<file path="src/rtl/fc_1st_mac_engine_if.sv">
// Result stream of the first-layer FC MAC engine.
// Valid/ready handshake carrying one signed result per neuron.
interface fc_1st_mac_engine_if #(
    parameter int Bit_width = 16
);
    logic                 Out_Valid;
    logic                 Out_Ready;
    logic [Bit_width-1:0] Out_Data;

    modport master (
        output Out_Valid,
        output Out_Data,
        input  Out_Ready
    );

    modport slave (
        input  Out_Valid,
        input  Out_Data,
        output Out_Ready
    );
endinterface

</file>
<file path="src/rtl/fc_1st_mac_engine.sv">
// First FC layer MAC engine: 5-wide dot products, bias, saturation.
// Optional ReLU on the result when FC1_RELU_EN is defined.
module fc_1st_mac_engine #(
    parameter int Bit_width   = 16,
    parameter int Frac_bits   = 8,
    parameter int In_Len      = 32,
    parameter int Out_Len     = 16,
    parameter int Waddr_width = 8
) (
    input  logic                        CLK,
    input  logic                        RST_N,
    input  logic                        Start,
    output logic                        Busy,
    output logic                        Done,
    output logic                        Read_Enable,
    output logic [4:0]                  Read_Width,
    input  logic signed [Bit_width-1:0] data_in_0,
    input  logic signed [Bit_width-1:0] data_in_1,
    input  logic signed [Bit_width-1:0] data_in_2,
    input  logic signed [Bit_width-1:0] data_in_3,
    input  logic signed [Bit_width-1:0] data_in_4,
    output logic [Waddr_width-1:0]      Weight_Addr,
    input  logic signed [Bit_width-1:0] weight_in_0,
    input  logic signed [Bit_width-1:0] weight_in_1,
    input  logic signed [Bit_width-1:0] weight_in_2,
    input  logic signed [Bit_width-1:0] weight_in_3,
    input  logic signed [Bit_width-1:0] weight_in_4,
    output logic [3:0]                  Neuron_Idx,
    input  logic signed [Bit_width-1:0] bias_in,
    fc_1st_mac_engine_if.master         out_bus
);
    localparam int PROD_W = 2 * Bit_width;
    localparam int ACC_W  = PROD_W + 4;
    localparam int SUM_W  = ACC_W + 2;

    localparam logic [2:0] LAST_STEP = 3'((In_Len + 4) / 5 - 1);
    localparam logic [3:0] LAST_NEU  = 4'(Out_Len - 1);

    localparam logic [1:0] S_IDLE   = 2'd0;
    localparam logic [1:0] S_FETCH  = 2'd1;
    localparam logic [1:0] S_FINISH = 2'd2;
    localparam logic [1:0] S_OUT    = 2'd3;

    localparam logic signed [SUM_W-1:0] SAT_MAX =
        {{(SUM_W-Bit_width+1){1'b0}}, {(Bit_width-1){1'b1}}};
    localparam logic signed [SUM_W-1:0] SAT_MIN = ~SAT_MAX;

    logic [1:0]                  state;
    logic [2:0]                  step;
    logic [Waddr_width-1:0]      nbase;
    logic signed [ACC_W-1:0]     acc;
    logic                        out_valid_q;
    logic [Bit_width-1:0]        out_data_q;

    logic signed [Bit_width-1:0] dvec [5];
    logic signed [Bit_width-1:0] wvec [5];
    logic signed [PROD_W-1:0]    prod [5];
    logic signed [ACC_W-1:0]     dot;
    logic signed [SUM_W-1:0]     acc_sx;
    logic signed [SUM_W-1:0]     bias_sx;
    logic signed [SUM_W-1:0]     sum;
    logic signed [SUM_W-1:0]     res;
    logic [Bit_width-1:0]        sat;
    logic [Bit_width-1:0]        result;

    assign dvec[0] = data_in_0;
    assign dvec[1] = data_in_1;
    assign dvec[2] = data_in_2;
    assign dvec[3] = data_in_3;
    assign dvec[4] = data_in_4;
    assign wvec[0] = weight_in_0;
    assign wvec[1] = weight_in_1;
    assign wvec[2] = weight_in_2;
    assign wvec[3] = weight_in_3;
    assign wvec[4] = weight_in_4;

    // Lanes past the RAM end come back as zero, so no masking here.
    always_comb begin
        dot = '0;
        for (int i = 0; i < 5; i++) begin
            prod[i] = dvec[i] * wvec[i];
            dot = dot + {{(ACC_W-PROD_W){prod[i][PROD_W-1]}}, prod[i]};
        end
    end

    always_comb begin
        acc_sx  = {{(SUM_W-ACC_W){acc[ACC_W-1]}}, acc};
        bias_sx = {{(SUM_W-Bit_width){bias_in[Bit_width-1]}}, bias_in};
        sum     = acc_sx + (bias_sx <<< Frac_bits);
        res     = sum >>> Frac_bits;
        if (res > SAT_MAX) begin
            sat = SAT_MAX[Bit_width-1:0];
        end else if (res < SAT_MIN) begin
            sat = SAT_MIN[Bit_width-1:0];
        end else begin
            sat = res[Bit_width-1:0];
        end
`ifdef FC1_RELU_EN
        result = sat[Bit_width-1] ? '0 : sat;
`else
        result = sat;
`endif
    end

    assign Busy              = (state != S_IDLE);
    assign out_bus.Out_Valid = out_valid_q;
    assign out_bus.Out_Data  = out_data_q;

    always_ff @(posedge CLK) begin
        if (!RST_N) begin
            state       <= S_IDLE;
            step        <= '0;
            nbase       <= '0;
            acc         <= '0;
            Neuron_Idx  <= '0;
            Done        <= 1'b0;
            Read_Enable <= 1'b0;
            Read_Width  <= '0;
            Weight_Addr <= '0;
            out_valid_q <= 1'b0;
            out_data_q  <= '0;
        end else begin
            Done <= 1'b0;
            case (state)
                S_IDLE: begin
                    if (Start) begin
                        state       <= S_FETCH;
                        step        <= '0;
                        nbase       <= '0;
                        acc         <= '0;
                        Neuron_Idx  <= '0;
                        Read_Enable <= 1'b1;
                        Read_Width  <= '0;
                        Weight_Addr <= '0;
                    end
                end
                S_FETCH: begin
                    acc <= acc + dot;
                    if (step == LAST_STEP) begin
                        state       <= S_FINISH;
                        Read_Enable <= 1'b0;
                    end else begin
                        step        <= step + 3'd1;
                        Read_Width  <= Read_Width + 5'd5;
                        Weight_Addr <= Weight_Addr + Waddr_width'(1);
                    end
                end
                S_FINISH: begin
                    out_data_q  <= result;
                    out_valid_q <= 1'b1;
                    state       <= S_OUT;
                end
                default: begin
                    if (out_valid_q && out_bus.Out_Ready) begin
                        out_valid_q <= 1'b0;
                        if (Neuron_Idx == LAST_NEU) begin
                            Done  <= 1'b1;
                            state <= S_IDLE;
                        end else begin
                            // Next neuron's first read goes out on the handshake edge.
                            state       <= S_FETCH;
                            Neuron_Idx  <= Neuron_Idx + 4'd1;
                            step        <= '0;
                            acc         <= '0;
                            nbase       <= nbase + Waddr_width'(7);
                            Weight_Addr <= nbase + Waddr_width'(7);
                            Read_Enable <= 1'b1;
                            Read_Width  <= '0;
                        end
                    end
                end
            endcase
        end
    end
endmodule

</file>
<file path="src/flat_wrapper.sv">
// flat-port wrapper written by rule: the top's interface ports become plain ports
module fc_1st_mac_engine_flat 
#(
    parameter int Bit_width   = 16,
    parameter int Frac_bits   = 8,
    parameter int In_Len      = 32,
    parameter int Out_Len     = 16,
    parameter int Waddr_width = 8
)
  (CLK, RST_N, Start, Busy, Done, Read_Enable, Read_Width, data_in_0, data_in_1, data_in_2, data_in_3, data_in_4, Weight_Addr, weight_in_0, weight_in_1, weight_in_2, weight_in_3, weight_in_4, Neuron_Idx, bias_in, out_bus_Out_Valid, out_bus_Out_Data, out_bus_Out_Ready);
  fc_1st_mac_engine_if #(.Bit_width(Bit_width)) out_bus_i ();
  input  logic CLK;
  input  logic RST_N;
  input  logic Start;
  output logic Busy;
  output logic Done;
  output logic Read_Enable;
  output logic [4:0] Read_Width;
  input  logic signed [Bit_width-1:0] data_in_0;
  input  logic signed [Bit_width-1:0] data_in_1;
  input  logic signed [Bit_width-1:0] data_in_2;
  input  logic signed [Bit_width-1:0] data_in_3;
  input  logic signed [Bit_width-1:0] data_in_4;
  output logic [Waddr_width-1:0] Weight_Addr;
  input  logic signed [Bit_width-1:0] weight_in_0;
  input  logic signed [Bit_width-1:0] weight_in_1;
  input  logic signed [Bit_width-1:0] weight_in_2;
  input  logic signed [Bit_width-1:0] weight_in_3;
  input  logic signed [Bit_width-1:0] weight_in_4;
  output logic [3:0] Neuron_Idx;
  input  logic signed [Bit_width-1:0] bias_in;
  output wire logic [$bits(out_bus_i.Out_Valid)-1:0] out_bus_Out_Valid;
  output wire logic [$bits(out_bus_i.Out_Data)-1:0] out_bus_Out_Data;
  input wire logic [$bits(out_bus_i.Out_Ready)-1:0] out_bus_Out_Ready;
  assign out_bus_Out_Valid = out_bus_i.Out_Valid;
  assign out_bus_Out_Data = out_bus_i.Out_Data;
  assign out_bus_i.Out_Ready = out_bus_Out_Ready;
  fc_1st_mac_engine #(.Bit_width(Bit_width), .Frac_bits(Frac_bits), .In_Len(In_Len), .Out_Len(Out_Len), .Waddr_width(Waddr_width)) u_core (.CLK(CLK), .RST_N(RST_N), .Start(Start), .Busy(Busy), .Done(Done), .Read_Enable(Read_Enable), .Read_Width(Read_Width), .data_in_0(data_in_0), .data_in_1(data_in_1), .data_in_2(data_in_2), .data_in_3(data_in_3), .data_in_4(data_in_4), .Weight_Addr(Weight_Addr), .weight_in_0(weight_in_0), .weight_in_1(weight_in_1), .weight_in_2(weight_in_2), .weight_in_3(weight_in_3), .weight_in_4(weight_in_4), .Neuron_Idx(Neuron_Idx), .bias_in(bias_in), .out_bus(out_bus_i));
endmodule
</file>
<file path="config.mk">
export PLATFORM = sky130hd
export DESIGN_NAME = fc_1st_mac_engine_flat
export DESIGN_NICKNAME = d
export VERILOG_FILES = /design/src/rtl/fc_1st_mac_engine_if.sv /design/src/rtl/fc_1st_mac_engine.sv /design/src/flat_wrapper.sv
export SDC_FILE = /design/constraint.sdc
export NUM_CORES = 2
export LEC_CHECK = 0
export ABC_AREA = 1
export CAP_MARGIN = 20
export CORE_MARGIN = 3
export CORE_UTILIZATION = 55
export DETAILED_ROUTE_END_ITERATION = 10
export MAX_ROUTING_LAYER = met4
export PLACE_DENSITY = 0.8
export SLEW_MARGIN = 25
export SYNTH_ARGS = -nofsm -noshare
export SYNTH_HDL_FRONTEND = slang
export SYNTH_SLANG_ARGS = --single-unit
export TNS_END_PERCENT = 5
</file>
<file path="constraint.sdc">
create_clock -name CLK -period 15.9 [get_ports CLK]
set_input_delay 3.975 -clock CLK [delete_from_list [all_inputs] [get_ports CLK]]
set_output_delay 3.975 -clock CLK [all_outputs]
set_load 0.03 [all_outputs]
</file>
==> results.sh <==
export IMPL_synth_compound_area_share_pct=5.02
export IMPL_synth_edf_count=0
export IMPL_cts_resized_gates=0
export IMPL_setup_worst_path_start="weight_in_1[1]"
export IMPL_synthArstFlopShare_pct=0
export IMPL_fmax_mhz=65.8
export IMPL_die_w_um=339
export IMPL_synth_area_leader_cell="fa_1"
export IMPL_grt_ovfl_total=0
export IMPL_crit_type="input port to register"
export IMPL_initial_core_util_pct=55.7
export IMPL_netlist_instances=7670
export IMPL_dpl_instance_area_sq_um=64000
export IMPL_areaGrowthSynthToFinish_pct=5.67
export IMPL_crit_cells=38
export IMPL_antenna_left=0
export IMPL_syn_num_nets=9792
export IMPL_drtIter0Drc=3540
export IMPL_port_buffers=216
export IMPL_cts_buffers=9
export IMPL_wire_per_inst_um=17.5
export IMPL_synth_cell_types=53
export IMPL_maxCapViolCount=0
export IMPL_finalHoldViolCount=0
export IMPL_period_needed_ns=15.19
export IMPL_r2r_cells=18
export IMPL_via_per_inst=5.22
export IMPL_grt_max_degree=44
export IMPL_path_common_cell="fa_1"
export IMPL_drive_above_1_share_pct=2.29
export IMPL_slew_violations=0
export IMPL_netlist_top_cells_area="fa_1, inv_1, nand2_1"
export IMPL_outcome="finished clean"
export IMPL_avgSynthCellArea_sq_um=7.93
export IMPL_min_path_type="register to register"
export IMPL_io_pins=217
export IMPL_synth_mux_area_share_pct=0
export IMPL_cts_tree="built"
export IMPL_final_area_sq_um=64300
export IMPL_worstReg2RegEnd="u_core.acc[23]"
export IMPL_clk_pin_slew_ns=0.07
export IMPL_postCtsHoldBufs=0
export IMPL_drcViolationCount=0
export IMPL_path_max_fanout=16
export IMPL_min_to="u_core.nbase[0]"
export IMPL_skew_ns=0.0112
export IMPL_gp_congestion=1.02
export IMPL_clockBufferDepth=2
export IMPL_cts_root_buffer="clkbuf_16"
export IMPL_antenna_found_initial=7
export IMPL_synth_top_family_by_area="adder cells"
export IMPL_crit_slowest_cell="clkdlybuf4s50_1"
export IMPL_synth_top_area_share_pct=48.4
export IMPL_yosys_warnings=0
export IMPL_drt_pass1_iter_count=6
export IMPL_vias=47687
export IMPL_die_h_um=339
export IMPL_cts_setup_buffers=0
export IMPL_hold_depth=1
export IMPL_crit_arrival_ns=15.40
export IMPL_yosys_area_share_adder_pct=58.1
export IMPL_critical_path_top_delay_family="adder cells"
export IMPL_wl_mm=160
export IMPL_required_ns=16.11
export IMPL_r2r_slack_ns=12.01
export IMPL_rows=121
export IMPL_crit_path_start_kind="input port"
export IMPL_ys_ff_latch=85
export IMPL_cts_htree_levels=3
export IMPL_r2r_start="u_core.acc[1]"
export IMPL_grt_use_total_pct=29.4
export IMPL_critPathBufInv=10
export IMPL_cts_sinks=85
export IMPL_finalSetupViolCount=0
export IMPL_grt_pass1_wl_mm=264
export IMPL_fp_dieArea_sq_um=115000
export IMPL_synth_simple_area_share_pct=14.9
export IMPL_period_share_pct=95.6
export IMPL_endpoint_kind="register"
export IMPL_grt_pass1_vias=51361
export IMPL_fin_setup_tns_ns=0
export IMPL_worstSkewPairLatency_ns=0.35
export IMPL_coreArea_sq_um=109000
export IMPL_rsz0062_at_grt="false"
export IMPL_hpwlAfterDp_mm=140
export IMPL_min_from="u_core.nbase[0]"
export IMPL_synth_xor_area_share_pct=2.61
export IMPL_relSlewSlack_pct=33.6
export IMPL_crit_path_max_incr_delay_ns=0.92
export IMPL_yosysSeqAreaShare_pct=2.80
export IMPL_synthesis_area_sq_um=60800
export IMPL_nets=9773
export IMPL_ys_flop_type="dfxtp_1"
export IMPL_tightest_slew_ns=0.995
how the worst max path moves through the flow:
stage / endpoint / slack (ns)
6_report: u_core.acc[34] / 0.71
5_1_grt: u_core.acc[34] / 0.25
4_1_cts: u_core.acc[34] / 0.95
3_5_place_dp: u_core.acc[34] / 0.61
3_3_place_gp: u_core.acc[34] / 0.70
2_1_floorplan: u_core.acc[35] / 2.67
per-stage QoR:
step,hold WS (ns),setup WS (ns),utilization [%],cells
2_1_floorplan,0.422,2.67,-,7670
3_3_place_gp,0.440,0.698,58.5,9116
3_5_place_dp,0.450,0.608,58.5,9116
4_1_cts,0.460,0.952,58.8,9132
5_1_grt,0.492,0.248,58.8,9139
6_report,0.465,0.705,58.8,9139
per-layer routing:
metal | track usage, % | wire length (um) | vias up
met3 | 3.52 | 11400 | 349
met5 | - | 0 | -
met2 | 49.1 | 79100 | 1943
met1 | 37.8 | 63700 | 23686
li1 | - | - | 21709
met4 | 8.80 | 5340 | 0
layout make-up:
cell class              count  area (sq um)
diodes                      7          17.5
clock buffers              10           239
multi-input cells        4916         49100
repair buffers            241          2350
flip-flops and latches     85          1700
clock inverters             6          52.6
inverters                2398          9000
fillers                  9748         45000
well taps                1476          1850
cell usage after synthesis (2+ instances only):
cell type / instances
inv_1: 2386
nand2_1: 1756
fa_1: 1472
ha_1: 470
a21oi_1: 284
clkbuf_1: 260
nor2_1: 186
o21ai_0: 150
nand3_1: 104
xnor2_1: 96
dfxtp_1: 85
xor2_1: 85
or2_2: 75
nand4_1: 41
a21o_1: 27
o21bai_1: 24
nor3_1: 21
nand2_2: 16
nand3b_1: 12
a21oi_2: 11
nor2_2: 10
a211oi_1: 8
inv_2: 8
o21a_1: 8
a21boi_0: 7
a221oi_1: 7
o31ai_1: 6
a31oi_1: 5
buf_1: 5
nor4_1: 5
nand3_2: 4
o21ai_1: 4
and2_1: 3
and3_1: 3
clkinv_1: 3
o211ai_1: 3
buf_2: 2
nand2_4: 2
nor3_2: 2
state kept, by name, summed over array words and instances (netlist names):
| name | flops |
|---|---|
| u_core.Weight_Addr | 8 |
| u_core.Neuron_Idx | 4 |
| u_core.out_bus.Out_Valid | 1 |
| u_core.Read_Width | 5 |
| u_core.nbase | 8 |
| u_core.state | 2 |
| u_core.step | 3 |
| u_core.acc | 36 |
| u_core.out_bus.Out_Data | 16 |
| u_core.Done | 1 |
| u_core.Read_Enable | 1 |
cells by family after synthesis:
kind of cell,after synthesis
XOR/XNOR,181
AND/OR/NAND/NOR,2244
AO/OA/AOI/OAI,549
buffers and inverters,2669
flip-flops,85
adder cells (fa/ha/maj),1942
worst reg2reg max path, stage by stage (launching register included):
cell	delay [ns]
dfxtp_1	0.34
inv_1	0.07
fa_1	0.54
inv_1	0.05
ha_1	0.26
fa_1	0.60
nand3_1	0.14
nand2_1	0.09
a21oi_1	0.37
o21ai_0	0.36
nand2_1	0.14
nand2_1	0.13
nand2_1	0.09
nand2_1	0.08
nand2_1	0.08
nand2_1	0.06
a21oi_1	0.13
o21ai_0	0.16
a21oi_1	0.14
cell usage in the layout (no fill, tap or decap), types with 96 or more instances in the layout:
cell type	synthesis	final
nor2_1	186	186
xnor2_1	96	96
nand2_1	1756	1756
inv_1	2386	2386
clkdlybuf4s50_1	0	216
fa_1	1472	1472
nand3_1	104	104
o21ai_0	150	149
a21oi_1	284	284
ha_1	470	470
Power is left out: the tool's default activity adds up to more than one toggle a clock period on the data nets, which glitch-free logic cannot reach.
